**src/rtl/wallace_mul_pkg.sv**
```systemverilog
// wallace_mul_pkg: shared widths, result-entry type and clog2 helper for the multiplier scheduler
package wallace_mul_pkg;
  localparam int OPERAND_W = 32;
  localparam int PRODUCT_W = 64;
  localparam int ID_MAX_W = 3;
  typedef struct packed {
    logic [ID_MAX_W-1:0] id;
    logic [PRODUCT_W-1:0] product;
  } res_entry_t;
  function automatic int clog2(input int v);
    return (v > 1) ? $clog2(v) : 1;
  endfunction
endpackage

```
**src/rtl/mul_result_fifo.sv**
```systemverilog
// mul_result_fifo: synchronous result FIFO with occupancy count; head reads zero when empty
module mul_result_fifo
  import wallace_mul_pkg::*;
#(
  parameter int DEPTH = 16,
  parameter int WIDTH = 67
) (
  input  logic clk,
  input  logic rst,
  input  logic push,
  input  logic pop,
  input  logic [WIDTH-1:0] wdata,
  output logic [WIDTH-1:0] head,
  output logic [clog2(DEPTH):0] count
);
  localparam int AW = clog2(DEPTH);
  logic [WIDTH-1:0] mem [DEPTH];
  logic [AW-1:0] wr_ptr, rd_ptr;
  logic do_pop;
  assign do_pop = pop && count != '0;
  assign head = count != '0 ? mem[rd_ptr] : '0;
  always_ff @(posedge clk) begin
    if (rst) begin
      wr_ptr <= '0;
      rd_ptr <= '0;
      count <= '0;
    end else begin
      if (push) begin
        mem[wr_ptr] <= wdata;
        wr_ptr <= wr_ptr + 1'b1;
      end
      if (do_pop) rd_ptr <= rd_ptr + 1'b1;
      count <= count + (AW+1)'(push) - (AW+1)'(do_pop);
    end
  end
endmodule

```
**src/rtl/wallace_mul_scheduler.sv**
```systemverilog
// wallace_mul_scheduler: round-robin, credit-gated issue into a shared pipelined multiplier with tagged result FIFO
module wallace_mul_scheduler
  import wallace_mul_pkg::*;
#(
  parameter int N_REQ = 4,
  parameter int MUL_LATENCY = 8,
  parameter int FIFO_DEPTH = 16
) (
  input  logic clk,
  input  logic sync_reset,
  input  logic [N_REQ-1:0] req_valid,
  output logic [N_REQ-1:0] req_ready,
  input  logic [OPERAND_W*N_REQ-1:0] req_a,
  input  logic [OPERAND_W*N_REQ-1:0] req_b,
  output logic [OPERAND_W-1:0] mul_a,
  output logic [OPERAND_W-1:0] mul_b,
  input  logic [PRODUCT_W-1:0] mul_p,
  output logic res_valid,
  input  logic res_ready,
  output logic [clog2(N_REQ)-1:0] res_id,
  output logic [PRODUCT_W-1:0] res_product,
  output logic busy
);
  localparam int IDW = clog2(N_REQ);
  localparam int CW = clog2(FIFO_DEPTH) + 1;
  logic [IDW-1:0] rr_ptr, win;
  logic [IDW:0] idx;
  logic found, room, issue, push;
  logic [CW-1:0] fifo_count, inflight;
  logic [MUL_LATENCY:0] tag_v;
  logic [IDW-1:0] tag_id [MUL_LATENCY+1];
  res_entry_t push_entry, head;
  always_comb begin
    found = 1'b0;
    win = rr_ptr;
    idx = '0;
    for (int k = 0; k < N_REQ; k++) begin
      idx = {1'b0, rr_ptr} + (IDW+1)'(k);
      idx = idx >= (IDW+1)'(N_REQ) ? idx - (IDW+1)'(N_REQ) : idx;
      if (!found && req_valid[idx[IDW-1:0]]) begin
        found = 1'b1;
        win = idx[IDW-1:0];
      end
    end
  end
  assign room = ({1'b0, fifo_count} + {1'b0, inflight}) < (CW+1)'(FIFO_DEPTH);
  assign issue = found && room && !sync_reset;
  assign req_ready = issue ? {{(N_REQ-1){1'b0}}, 1'b1} << win : '0;
  // The tag is loaded alongside mul_a/mul_b, so it needs one stage beyond the multiplier latency to meet its product.
  assign push = tag_v[MUL_LATENCY];
  assign push_entry = '{id: ID_MAX_W'(tag_id[MUL_LATENCY]), product: mul_p};
  always_ff @(posedge clk) begin
    if (sync_reset) begin
      rr_ptr <= '0;
      mul_a <= '0;
      mul_b <= '0;
      tag_v <= '0;
      inflight <= '0;
    end else begin
      tag_v <= {tag_v[MUL_LATENCY-1:0], issue};
      inflight <= inflight + CW'(issue) - CW'(push);
      if (issue) begin
        mul_a <= req_a[OPERAND_W*win +: OPERAND_W];
        mul_b <= req_b[OPERAND_W*win +: OPERAND_W];
        rr_ptr <= win == IDW'(N_REQ-1) ? '0 : win + 1'b1;
      end
    end
  end
  always_ff @(posedge clk) begin
    tag_id[0] <= win;
    for (int k = 1; k <= MUL_LATENCY; k++) tag_id[k] <= tag_id[k-1];
  end
  mul_result_fifo #(.DEPTH(FIFO_DEPTH), .WIDTH($bits(res_entry_t))) fifo (
    .clk(clk),
    .rst(sync_reset),
    .push(push),
    .pop(res_ready),
    .wdata(push_entry),
    .head(head),
    .count(fifo_count)
  );
  assign res_valid = fifo_count != '0;
  assign res_id = head.id[IDW-1:0];
  assign res_product = head.product;
  assign busy = inflight != '0 || fifo_count != '0;
endmodule

```
**config.mk**
```make
export PLATFORM = sky130hd
export DESIGN_NAME = wallace_mul_scheduler
export DESIGN_NICKNAME = d
export VERILOG_FILES = /design/src/rtl/wallace_mul_pkg.sv /design/src/rtl/mul_result_fifo.sv /design/src/rtl/wallace_mul_scheduler.sv
export SDC_FILE = /design/constraint.sdc
export NUM_CORES = 1
export LEC_CHECK = 0
export CAP_MARGIN = 15
export CORE_MARGIN = 8
export CORE_UTILIZATION = 40
export DETAILED_ROUTE_END_ITERATION = 6
export PLACE_DENSITY = 0.7
export SYNTH_ARGS = -nofsm -noshare
export SYNTH_HDL_FRONTEND = slang
export SYNTH_SLANG_ARGS = --single-unit
```
**constraint.sdc**
```tcl
create_clock -name clk -period 10.25 [get_ports clk]
set_input_delay 2.5625 -clock clk [delete_from_list [all_inputs] [get_ports clk]]
set_output_delay 2.5625 -clock clk [all_outputs]
set_load 0.02 [all_outputs]
```
Word level (Yosys, flattened, before mapping)
Memory sizes are Yosys's and may differ from the RTL's. A register that Yosys moved wholly into a read port is not among the register bits.
Index checks and enable logic that the tools add are counted.
- memories: 2
- input port bits: 327
- register bits: 93
- bits in latches: 0
- output and inout port bits: 136
- memory bits (read-only): 0
- word-level logic and storage cells: 79
- RAM bits: 1074
- memories (name ; words ; bits a word ; rd ports ; clocked after memory_dff ; write ports ; line ; RTL):
    fifo.mem ; 16 ; 66 ; 1 ; 1 ; 1 ; mul_result_fifo.sv:17 ; logic [WIDTH-1:0] mem [DEPTH];
    tag_id ; 9 ; 2 ; 9 ; 0 ; 9 ; wallace_mul_scheduler.sv:31 ; logic [IDW-1:0] tag_id [MUL_LATENCY+1];
- add/sub/neg operators: 15
- equal/unequal tests: 1
- order comparisons: 9
- reduce and logical (&&, ||, !) cells: 13
- multipliers: 0
- divide/modulo/power cells: 0
- shift operators: 3
- mux-type cells: 28
- bitwise operators: 0
- operator list (cell ; count):
    variable part select 128 x 8 -> 32 bit ; 2
    two-way mux 66 bit ; 1
    two-way mux 2 bit ; 9
    less-than comparator 2 x 3 -> 1 bit (second input constant) ; 4
    two-way mux 4 bit ; 3
    two-way mux 1 bit ; 11
    adder 5 x 1 -> 5 bit ; 2
    nonzero test 5 bit ; 2
    subtractor 5 x 1 -> 5 bit ; 2
    >= comparator 3 bit (second input constant) ; 3
    adder 4 x 1 -> 4 bit (second input constant) ; 2
    binary-select mux 1 bit (select 2 bit) ; 4
    subtractor 2 x 1 -> 2 bit (second input constant) ; 4
    adder 2 x 2 -> 3 bit (second input constant) ; 2
    adder 5 x 5 -> 6 bit ; 1
    logical AND 1 bit ; 6
    less-than comparator 6 x 5 -> 1 bit (second input constant) ; 1
    zero test 1 bit ; 4
    left shift 1 x 2 -> 4 bit (first input constant) ; 1
    adder 2 x 1 -> 3 bit (second input constant) ; 1
    >= comparator 2 x 3 -> 1 bit (second input constant) ; 1
    adder 2 x 1 -> 2 bit (second input constant) ; 1
    == test 2 bit (second input constant) ; 1
    logical OR 1 bit ; 1

Longest topological paths before layout
Gate-level depths: netlist (run 1).
- depth after elaboration: 18
- mapped depth: 15
- mapped depth without buffers: 14

Hierarchy
A second synthesis (run 1) with hierarchy kept.
- cell total of the unflattened synthesis: 2525
- area, all modules: 47479.3 um^2
- modules (own cells, without submodules) (module ; area an instance (um^2) ; cells each ; instances ; sequential area each (um^2)):
    mul_result_fifo ; 41757.5 ; 1959 ; 1 ; 32531.2
    wallace_mul_scheduler ; 5721.7 ; 566 ; 1 ; 1961.9

Least setup slack after synthesis (run 1)
No wires, ideal clock.
- path type: input port to output port
- from: in req_valid[0]
- to: out req_ready[0]
- arrival: 3.851 ns
- required time: 7.688 ns
- path buffers: 1
- setup slack: 3.836 ns
- stages on the path: 7
- cell sequence: and2b_1 a2111o_2 nand2_1 buf_2 inv_1 ha_1 and2_1
- elaborated cells on any way between the ends: 26
- those cells by class: shift (1); mux (17); reduce/logical (8)
- RTL lines (element ; line ; RTL):
    start, declared ; wallace_mul_scheduler.sv:11 ; input logic [N_REQ-1:0] req_valid,
    binary-select mux 1 bit (select 2 bit) ; wallace_mul_scheduler.sv:40 ; if (!found && req_valid[idx[IDW-1:0]]) begin
    two-way mux 1 bit (not written as such) ; wallace_mul_scheduler.sv:40 ;
    two-way mux 1 bit ; wallace_mul_scheduler.sv:40 ;
    zero test 1 bit ; wallace_mul_scheduler.sv:40 ;
    logical AND 1 bit ; wallace_mul_scheduler.sv:40 ;
    two-way mux 1 bit ; wallace_mul_scheduler.sv:40 ;
    zero test 1 bit ; wallace_mul_scheduler.sv:40 ;
    logical AND 1 bit ; wallace_mul_scheduler.sv:40 ;
    two-way mux 1 bit ; wallace_mul_scheduler.sv:40 ;
    zero test 1 bit ; wallace_mul_scheduler.sv:40 ;
    logical AND 1 bit ; wallace_mul_scheduler.sv:40 ;
    two-way mux 2 bit * ; wallace_mul_scheduler.sv:40 ;
    named net win[1] ; wallace_mul_scheduler.sv:26 ; logic [IDW-1:0] rr_ptr, win;
    left shift 1 x 2 -> 4 bit * ; wallace_mul_scheduler.sv:48 ; assign req_ready = issue ? {{(N_REQ-1){1'b0}}, 1'b1} << win : '0;
    two-way mux 4 bit * ; wallace_mul_scheduler.sv:48 ;
    end, declared ; wallace_mul_scheduler.sv:12 ; output logic [N_REQ-1:0] req_ready,
The timed path passes the listed nets; every way through them passes the cells marked *. The select of a mux whose other input is x is not followed.

Worst setup path in the final report (run 1)
- from: in req_valid[0]
- to: out req_ready[3]
Same word-level chain as after synthesis.

==> key figures, run 1 <==
Logic synthesis
  • XOR/XNOR Fraction of Synth Area: 0.225%
  • Post-synthesis simple-gate area fraction: 2.52%
  • Synth Cell Area: 46700 um^2
  • Compound-Gate Fraction of Synth Area: 4.10%
  • Post-Synth Adder-Cell Area: 0.756%
  • Async S/R FF share, synth: 0%
  • Avg Cell Area, Syn: 21.2 um^2
  • Main synth FF type: edfxtp_1
  • EDFF count, synth: 1056
  • Ys Warns: 0
  • Largest family of logic cells by synthesized area: multiplexers
  • Mux contribution to synthesized area: 17.5%
  • Post-synthesis cell type count: 46
  • Register area share after synthesis: 72.9%
  • Synth Net Count: 2551
  • Synthesized flop and latch total: 1171
  • Syn Inst Count: 2197

Timing
  • Rel. slew slack: 20.7%
  • Hold Fails Final Rpt: 0
  • Setup violators final: 0
  • Final critical-path required period: 7750 ps
  • Top achievable clock speed: 129 MHz
  • Tcrit/Tclk final: 75.6%
  • Slew Limit Fails: 0
  • PnR worst setup slack: 2500 ps
  • Setup TNS Final: 0 ps
  • Worst hold margin: 325 ps
  • Unrepaired setup endpoints after global routing: no
  • Setup Skew: 46.8 ps
  • Worst slew pin tran: 1190 ps

Floorplanning
  • Width of the die: 358 um
  • Core area: 116000 um^2
  • Initial Utilization: 40.3%
  • Num ports: 463
  • Die height: 358 um
  • Number of core rows: 125
  • Die Area: 128000 um^2

Finish
  • Final instance area: 56600 um^2
  • Most common cell after layout, fill and taps aside: edfxtp_1
  • Syn-to-layout area delta: 21.2%
  • Non-filler cells in the finished layout: 4294
  • Layout cells sized above 1: 23.5%
  • Number of fill cells: 9175
  • Most frequent cells in the layout: edfxtp_1 (1056), clkdlybuf4s50_1 (462), mux4_2 (330)
  • Nets: 3022

Critical path
  • FF-to-FF setup slack: 7020 ps
  • CP cell instances: clkdlybuf4s50_1 > and2b_1 > a21oi_1 > o211ai_4 > inv_1 > ha_1 > and2_1 > clkdlybuf4s50_1
  • CP arrival: 5190 ps
  • Max incr delay on CP: 620 ps
  • CP required: 7690 ps
  • Critical path class: primary input to primary output
  • Cell family with most CP delay: buffers and inverters
  • Kind of start point of the critical path: primary input
  • Critical path buffers and inverters: 3
  • Crit path capture type: primary output
  • Most used cell, CP: clkdlybuf4s50_1
  • CP max FO: 16
  • CP max stage cell: clkdlybuf4s50_1

CTS
  • Worst-skew pair later-pin latency: 690 ps
  • Clk sink count: 1171
  • CTS tree: done
  • Clock root buffer: clkbuf_16
  • Post-CTS Setup Bufs: 0
  • CTS H-Tree Depth: 3
  • Worst-path clk slew: 60 ps
  • Cts hold-fix bufs: 0
  • CTS buffer count: 116
  • Resized Gates After CTS: 0
  • Max clock buf depth: 3

Run
  • Max-cap violation count: 0

Global routing
  • GRT Util Overall: 18.8%
  • GRT Residual Overflow: 0
  • Number of antenna violations at the first check in global routing: 10
  • Vias in the first global route: 26100
  • First-pass GRT wire length: 177 mm
  • Largest net degree at the start of global routing: 169

Drt
  • Iteration-0 DRC Markers: 2191
  • DR WL/cell: 28.5 um
  • Via/cell ratio: 5.60
  • DRC viols: 1
  • Final wirelength: 122 mm
  • Routed Antenna Nets: 0
  • Via count: 24000
  • DR pass1 iterations: 7

Placement
  • Gpl congestion: 0.906
  • Placed inst area: 52800 um^2
  • Port-buffer cells: 462
  • Setup WS pre-CTS: 2530 ps
  • Hpwl dp: 71.6 mm
  • Inst Count DP: 4074

Outcome
  • Status: complete, but fails checks
  • Violated checks: design-rule violations

Pwr
  • Leakage: 17.5 nW
  • Part of the power in combinational logic: 26.0%
  • Power Density: 233 nW/um^2
  • Clock share of power: 31.8%
  • Psw: 3.76 mW
  • Sw frac: 28.5%
  • Internal Power: 9.43 mW
  • Maximum vdd ir drop: 0.207 mV
  • Flop pwr share: 42.2%

Worst hold path
  • HP Class: register to register
[worst paths after layout]
| kind | startpoint | endpoint | depth (start not counted) |
|---|---|---|---|
| max | req_valid[0] | req_ready[3] | 8 |
| min | tag_id[0][15] | tag_id[0][17] | 0 |
| max reg2reg | fifo.count[3] | fifo.count[4] | 14 |
| min reg2reg | tag_id[0][15] | tag_id[0][17] | 0 |
[state kept, by name (all words and copies together) (netlist names), named ones only]
signal / cells
fifo.mem: 1056
mul_a: 32
mul_b: 32
tag_id: 18
tag_v: 9
fifo.count: 5
inflight: 5
fifo.rd_ptr: 4
fifo.wr_ptr: 4
rr_ptr: 2
[logic make-up after synthesis]
| kind of cell | after synthesis |
|---|---|
| and+or+nand+nor | 209 |
| xor gates and xnor gates | 12 |
| muxes | 396 |
| buffers and inverters | 167 |
| AOI/OAI and AO/OA | 215 |
| DFF | 1171 |
| adders and majority gates | 27 |
[per-layer routing]
layer	GRT usage, %	vias to the layer above	part of all wire, %
li1	-	10200	-
met1	23.4	12700	38
met2	33.7	994	52
met3	3.89	164	7.3
met4	4.41	4	2.0
met5	0	-	0.022
[synthesized netlist by cell type, types with 2 or more instances]
| cell type | number | area, um^2 |
|---|---|---|
| o21ai_1 | 66 | 330 |
| buf_2 | 34 | 170 |
| o21ai_0 | 2 | 10.0 |
| xnor2_1 | 4 | 35.0 |
| buf_6 | 30 | 338 |
| buf_1 | 16 | 60.1 |
| a221o_1 | 64 | 641 |
| fa_1 | 2 | 40.0 |
| mux2_2 | 23 | 259 |
| and2_1 | 88 | 551 |
| ha_1 | 25 | 313 |
| a211oi_1 | 4 | 30.0 |
| buf_4 | 10 | 75.1 |
| dfxtp_1 | 115 | 2300 |
| a21oi_1 | 10 | 50.1 |
| clkbuf_1 | 54 | 203 |
| nand4_1 | 3 | 18.8 |
| nand2_1 | 9 | 33.8 |
| mux2_1 | 41 | 462 |
| a211oi_2 | 60 | 751 |
| nor2b_1 | 13 | 81.3 |
| inv_1 | 22 | 82.6 |
| xor2_1 | 8 | 70.1 |
| edfxtp_1 | 1056 | 31700 |
| mux2i_1 | 2 | 20.0 |
| nand3_1 | 64 | 320 |
| nor2_1 | 21 | 78.8 |
| or3_1 | 2 | 12.5 |
| a21o_1 | 3 | 22.5 |
| mux4_2 | 330 | 7430 |
[through the flow]
| step | power [mW] | utilization [%] |
|---|---|---|
| 3_5_place_dp | 9.17 | 45.5 |
| 6_report | 13.2 | 48.8 |
| 5_1_grt | 13.7 | 48.8 |
| 2_1_floorplan | 7.81 | - |
| 3_3_place_gp | 9.13 | 45.5 |
| 4_1_cts | 13.4 | 48.8 |
[power by group through the flow]
stage               Combinational, mW  Clock [mW]  Sequential (mW)
floorplan                        2.07           0             5.74
detailed placement               3.50           0             5.67
global route                     3.66        4.46             5.60
global placement                 3.47           0             5.66
finish                           3.43        4.19             5.57
CTS                              3.52        4.28             5.58
[layout make-up]
| cell class | count | area [um^2] | share of cell area [%] |
|---|---|---|---|
| Inverter | 23 | 86.3 | 0.153 |
| Sequential cell | 1171 | 34000 | 60.2 |
| Clock buffer | 134 | 2970 | 5.25 |
| Timing Repair Buffer | 497 | 4920 | 8.71 |
| Multi-Input combinational cell | 859 | 11800 | 20.9 |
| Antenna cell | 3 | 7.51 | 0.0133 |
| Clock inverter | 83 | 822 | 1.45 |
| Tap cell | 1524 | 1910 | 3.37 |
No activity file was read; power rests on OpenSTA's default activity.
==> run 2, diff against run 1 <==
==> constraint.sdc (replaced) <==
create_clock -name clk -period 8 [get_ports clk]
set_input_delay 2 -clock clk [delete_from_list [all_inputs] [get_ports clk]]
set_output_delay 2 -clock clk [all_outputs]
set_load 0.02 [all_outputs]
==> key figures, run 2 (synthesized netlist as in run 1, its figures left out) <==
Finish
  • Largest Register: fifo.mem
  • Final instance area: 56400 um^2 (-0.23%)
  • Nets: 3025 (+0.099%)
  • Non-filler cells in the finished layout: 4294 (unchanged)
  • Number of fill cells: 9227 (+0.57%)
  • Most frequent cells in the layout: edfxtp_1 (1056), clkdlybuf4s50_1 (462), mux4_2 (330)
  • Layout cells sized above 1: 23.3% (-0.21 points)
  • Final core utilization: 48.7% (-0.11 points)
  • Syn-to-layout area delta: 20.9%
  • Top flop regs: fifo.mem: 1056 flops, mul_a: 32 flops, mul_b: 32 flops
  • Max reg flops: 1056 (unchanged)
  • Most common cell after layout, fill and taps aside: edfxtp_1

Placement
  • Hpwl dp: 71.1 mm (-0.72%)
  • Placed inst area: 52800 um^2 (about the same)
  • Gpl congestion: 0.898 (-0.80%)
  • Setup WS pre-CTS: 1480 ps (-1050 ps)
  • Inst Count DP: 4076 (+0.049%)
  • Port-buffer cells: 462 (unchanged)

Floorplanning
  • Number of core rows: 125 (unchanged)
  • Width of the die: 358 um (unchanged)
  • Die height: 358 um (unchanged)
  • Num ports: 463 (unchanged)
  • Die Area: 128000 um^2 (unchanged)
  • Initial Utilization: 40.3% (unchanged)
  • Core area: 116000 um^2 (unchanged)

Drt
  • Iteration-0 DRC Markers: 1984 (-9.4%)
  • Routed Antenna Nets: 0 (unchanged)
  • DRC viols: 0 (-1)
  • Via/cell ratio: 5.57 (-0.45%)
  • Final wirelength: 121 mm (-1.1%)
  • DR WL/cell: 28.2 um (-1.1%)
  • Via count: 23900 (-0.45%)
  • DR pass1 iterations: 7 (unchanged)

CTS
  • CTS H-Tree Depth: 3 (unchanged)
  • CTS buffer count: 117 (+0.86%)
  • Resized Gates After CTS: 0 (unchanged)
  • Cts hold-fix bufs: 0 (unchanged)
  • Worst-path clk slew: 60 ps (about the same)
  • CTS tree: done
  • Worst-skew pair later-pin latency: 720 ps (+30 ps)
  • Post-CTS Setup Bufs: 0 (unchanged)
  • Max clock buf depth: 3 (unchanged)
  • Clock root buffer: clkbuf_16
  • Clk sink count: 1171 (unchanged)

Critical path
  • RR Startpoint: fifo.count[3]
  • CP required: 6000 ps (-1690 ps)
  • Reg2Reg Depth: 14 (unchanged)
  • CP arrival: 4530 ps (-660 ps)
  • Crit path launch: req_valid[3]
  • Critical path class: primary input to primary output
  • Kind of start point of the critical path: primary input
  • Crit path capture type: primary output
  • CP max FO: 16 (unchanged)

Pwr
  • Psw: 4.80 mW (+27%)
  • Sw frac: 28.7% (+0.17 points)
  • Internal Power: 11.9 mW (+26%)
  • Flop pwr share: 42.7% (+0.5 points)
  • Part of the power in combinational logic: 26.6% (+0.6 points)
  • Maximum vdd ir drop: 0.217 mV (+5.0%)
  • Power Density: 296 nW/um^2 (+27%)
  • Total power: 16.7 mW (+27%)
  • Leakage: 17.5 nW (-0.18%)
  • Clock share of power: 30.7% (-1.1 points)

Timing
  • Final critical-path required period: 6530 ps
  • Tcrit/Tclk final: 81.7%
  • Slew Limit Fails: 0 (unchanged)
  • PnR worst setup slack: 1470 ps (-1040 ps)
  • Setup violators final: 0 (unchanged)
  • Setup Skew: 65.2 ps (+18.4 ps)
  • Unrepaired setup endpoints after global routing: no
  • Worst hold margin: 306 ps (-19.2 ps)
  • Worst slew pin tran: 971 ps (-219 ps)
  • Rel. slew slack: 35.3% (+15 points)
  • Setup TNS Final: 0 ps (unchanged)
  • Hold Fails Final Rpt: 0 (unchanged)
  • Top achievable clock speed: 153 MHz

Global routing
  • First-pass GRT wire length: 176 mm (-0.96%)
  • Number of antenna violations at the first check in global routing: 12 (+2)
  • Vias in the first global route: 26000 (-0.55%)
  • Largest net degree at the start of global routing: 101 (-40%)
  • GRT Util Overall: 18.6% (-0.19 points)
  • GRT Residual Overflow: 0 (unchanged)

Run
  • Max-cap violation count: 0 (unchanged)

Worst hold path
  • HP Start: tag_id[0][12]
  • Hold Crit Depth: 0 (unchanged)
  • HP Class: register to register

Outcome
  • Status: completed
[run 2: final timing paths]
| check | slack [ps] | to |
|---|---|---|
| setup reg to reg | 4790 | fifo.count[4] |
| setup / recovery | 1470 | req_ready[1] |
| hold reg to reg | 310 | tag_id[0][14] |
| hold / removal | 310 | tag_id[0][14] |
[run 2: power by group through the flow]
stage	clock, mW	combinational (mW)	sequential, mW
2_1_floorplan	0	2.65	7.36
3_3_place_gp	0	4.48	7.25
3_5_place_dp	0	4.53	7.26
4_1_cts	5.25	4.55	7.14
5_1_grt	5.47	4.74	7.17
6_report	5.13	4.45	7.14
[run 2: worst max-delay path: stages]
cell	delay, ps
clkdlybuf4s50_1	720
nor3_2	130
a2111o_2	510
nand2_4	220
inv_1	100
ha_1	180
and2_1	130
clkdlybuf4s50_1	540
[run 2: per-layer routing]
metal,GRT usage [%],vias up,wire [um]
met1,23.0,12600,46000
met2,32.8,953,62900
met3,4.64,176,9060
met4,4.91,6,3010
met5,0,-,35
li1,-,10200,-
[run 2: final cells by class]
type	instances	area, um^2	area share [%]
sequential	1171	34000	60.3
tap	1524	1910	3.38
clock inverter	66	510	0.905
multi-input combinational	859	11800	20.9
timing repair buffer	499	4980	8.82
antenna	4	10.0	0.0177
clock buffer	148	3090	5.48
inverter	23	86.3	0.153
==> run 3, diff against run 2 <==
--- a/config.mk
+++ b/config.mk
@@ -9,7 +9,7 @@
 export CORE_MARGIN = 8
 export CORE_UTILIZATION = 40
 export DETAILED_ROUTE_END_ITERATION = 6
-export PLACE_DENSITY = 0.7
+export PLACE_DENSITY = 0.73
 export SYNTH_ARGS = -nofsm -noshare
 export SYNTH_HDL_FRONTEND = slang
 export SYNTH_SLANG_ARGS = --single-unit
==> constraint.sdc (replaced) <==
create_clock -name clk -period 5.4 [get_ports clk]
set_input_delay 1.35 -clock clk [delete_from_list [all_inputs] [get_ports clk]]
set_output_delay 1.35 -clock clk [all_outputs]
set_load 0.02 [all_outputs]
==> key figures, run 3 (synthesized netlist as in run 1, its figures left out) <==
Timing
  • Unrepaired setup endpoints after global routing: no
  • Setup TNS Final: 0 ps (unchanged)
  • Setup violators final: 0 (unchanged)
  • Slew Limit Fails: 0 (unchanged)
  • Setup Skew: 47.1 ps (-18.1 ps)
  • Rel. slew slack: 34.9% (-0.41 points)
  • Tcrit/Tclk final: 93.4%
  • Worst slew pin tran: 977 ps (+6.11 ps)
  • Hold Fails Final Rpt: 0 (unchanged)
  • Final critical-path required period: 5040 ps
  • Top achievable clock speed: 198 MHz

Global routing
  • Vias in the first global route: 26300 (+1.2%)
  • GRT Residual Overflow: 0 (unchanged)
  • Largest net degree at the start of global routing: 67 (-34%)
  • Number of antenna violations at the first check in global routing: 11 (-1)
  • GRT Util Overall: 18.3% (-0.30 points)
  • First-pass GRT wire length: 175 mm (-0.64%)

Drt
  • Final wirelength: 120 mm (-1.1%)
  • Via count: 24300 (+1.5%)
  • Routed Antenna Nets: 0 (unchanged)
  • Iteration-0 DRC Markers: 1909 (-3.8%)
  • DRC viols: 0 (unchanged)
  • DR pass1 iterations: 7 (unchanged)
  • Via/cell ratio: 5.61 (+0.68%)
  • DR WL/cell: 27.6 um (-2.0%)

Placement
  • Gpl congestion: 0.901 (+0.26%)
  • Placed inst area: 53400 um^2 (+1.1%)
  • Port-buffer cells: 462 (unchanged)
  • Inst Count DP: 4110 (+0.83%)
  • Hpwl dp: 70.9 mm (-0.19%)

Finish
  • Top flop regs: fifo.mem: 1056 flops, mul_a: 32 flops, mul_b: 32 flops
  • Max reg flops: 1056 (unchanged)
  • Multi-input gate area: 11800 um^2 (unchanged)
  • Largest Register: fifo.mem
  • Non-filler cells in the finished layout: 4330 (+0.84%)
  • Number of fill cells: 9094 (-1.4%)
  • Syn-to-layout area delta: 22.3%
  • Layout cells sized above 1: 24.6% (+1.3 points)
  • Final instance area: 57100 um^2 (+1.2%)
  • Nets: 3059 (+1.1%)
  • FF+latch area: 34000 um^2 (unchanged)
  • Most common cell after layout, fill and taps aside: edfxtp_1
  • Most frequent cells in the layout: edfxtp_1 (1056), clkdlybuf4s50_1 (462), mux4_2 (330)

Critical path
  • Crit path launch: req_valid[3]
  • CP max FO: 7 (-9)
  • CP arrival: 3690 ps (-840 ps)
  • Reg2Reg Depth: 15 (+1)
  • Kind of start point of the critical path: primary input
  • FF-to-FF setup slack: 1720 ps (-3070 ps)
  • CP required: 4050 ps (-1950 ps)
  • RR Startpoint: fifo.count[3]
  • Critical path class: primary input to primary output
  • Crit path capture type: primary output
  • Crit Reg-Reg Endpoint: fifo.count[4]

Floorplanning
  • Die height: 358 um (unchanged)
  • Die Area: 128000 um^2 (unchanged)
  • Num ports: 463 (unchanged)
  • Core area: 116000 um^2 (unchanged)
  • Number of core rows: 125 (unchanged)
  • Width of the die: 358 um (unchanged)
  • Initial Utilization: 40.3% (unchanged)

CTS
  • Max clock buf depth: 3 (unchanged)
  • Worst-skew pair later-pin latency: 690 ps (-30 ps)
  • CTS buffer count: 117 (unchanged)
  • Clock root buffer: clkbuf_16
  • Worst-path clk slew: 60 ps (about the same)
  • Cts hold-fix bufs: 0 (unchanged)
  • Post-CTS Setup Bufs: 0 (unchanged)
  • CTS H-Tree Depth: 3 (unchanged)
  • CTS tree: done
  • Resized Gates After CTS: 0 (unchanged)
  • Clk sink count: 1171 (unchanged)

Run
  • Max-cap violation count: 0 (unchanged)

Worst hold path
  • HP Class: register to register
  • Hold Crit Depth: 0 (unchanged)
  • Hold EP: tag_id[0][14]
  • HP Start: tag_id[0][12]

Outcome
  • Status: completed

Pwr
  • Maximum vdd ir drop: 0.282 mV (+30%)
  • Leakage: 17.7 nW (+1.6%)
  • Total power: 25.0 mW (+50%)
  • Power Density: 438 nW/um^2 (+48%)
-- run 3: through the flow --
step	utilization [%]	hold slack, ps	setup slack (ps)
after floorplan	-	310	1410
after global placement	46.0	310	418
after detailed placement	46.0	312	364
after CTS	49.2	322	251
after global routing	49.2	328	181
final	49.3	310	356
-- run 3: power breakdown --
| part | switching, mW | internal [mW] |
|---|---|---|
| Clock | 3.39 | 4.42 |
| Sequential | 0.345 | 10.2 |
| Combinational | 3.35 | 3.28 |
-- run 3: worst max path at each step --
stage,to,depth (start not counted)
2_1_floorplan,req_ready[0],7
3_3_place_gp,req_ready[1],8
3_5_place_dp,req_ready[3],7
4_1_cts,res_product[15],6
5_1_grt,res_product[20],6
6_report,req_ready[3],7
-- run 3: area by class of cell --
class / instances / share of cell area [%]
tap: 1524 / 3.34
antenna: 8 / 0.0351
clock buffer: 144 / 5.38
inverter: 23 / 0.151
sequential: 1171 / 59.6
timing repair buffer: 533 / 9.69
multi-input combinational: 859 / 20.7
clock inverter: 68 / 1.10
-- run 3: critical path: stages --
cell,delay (ps)
clkdlybuf4s50_1,710
nor3_2,130
a2111o_2,500
nand2_4,90
ha_1,140
and2_1,140
clkdlybuf4s50_1,630
-- run 3: routing by layer --
layer,wire length (um),GRT usage (%)
met1,45600,22.7
met2,61600,32.3
met3,8750,4.08
met4,3640,5.41
met5,13,0
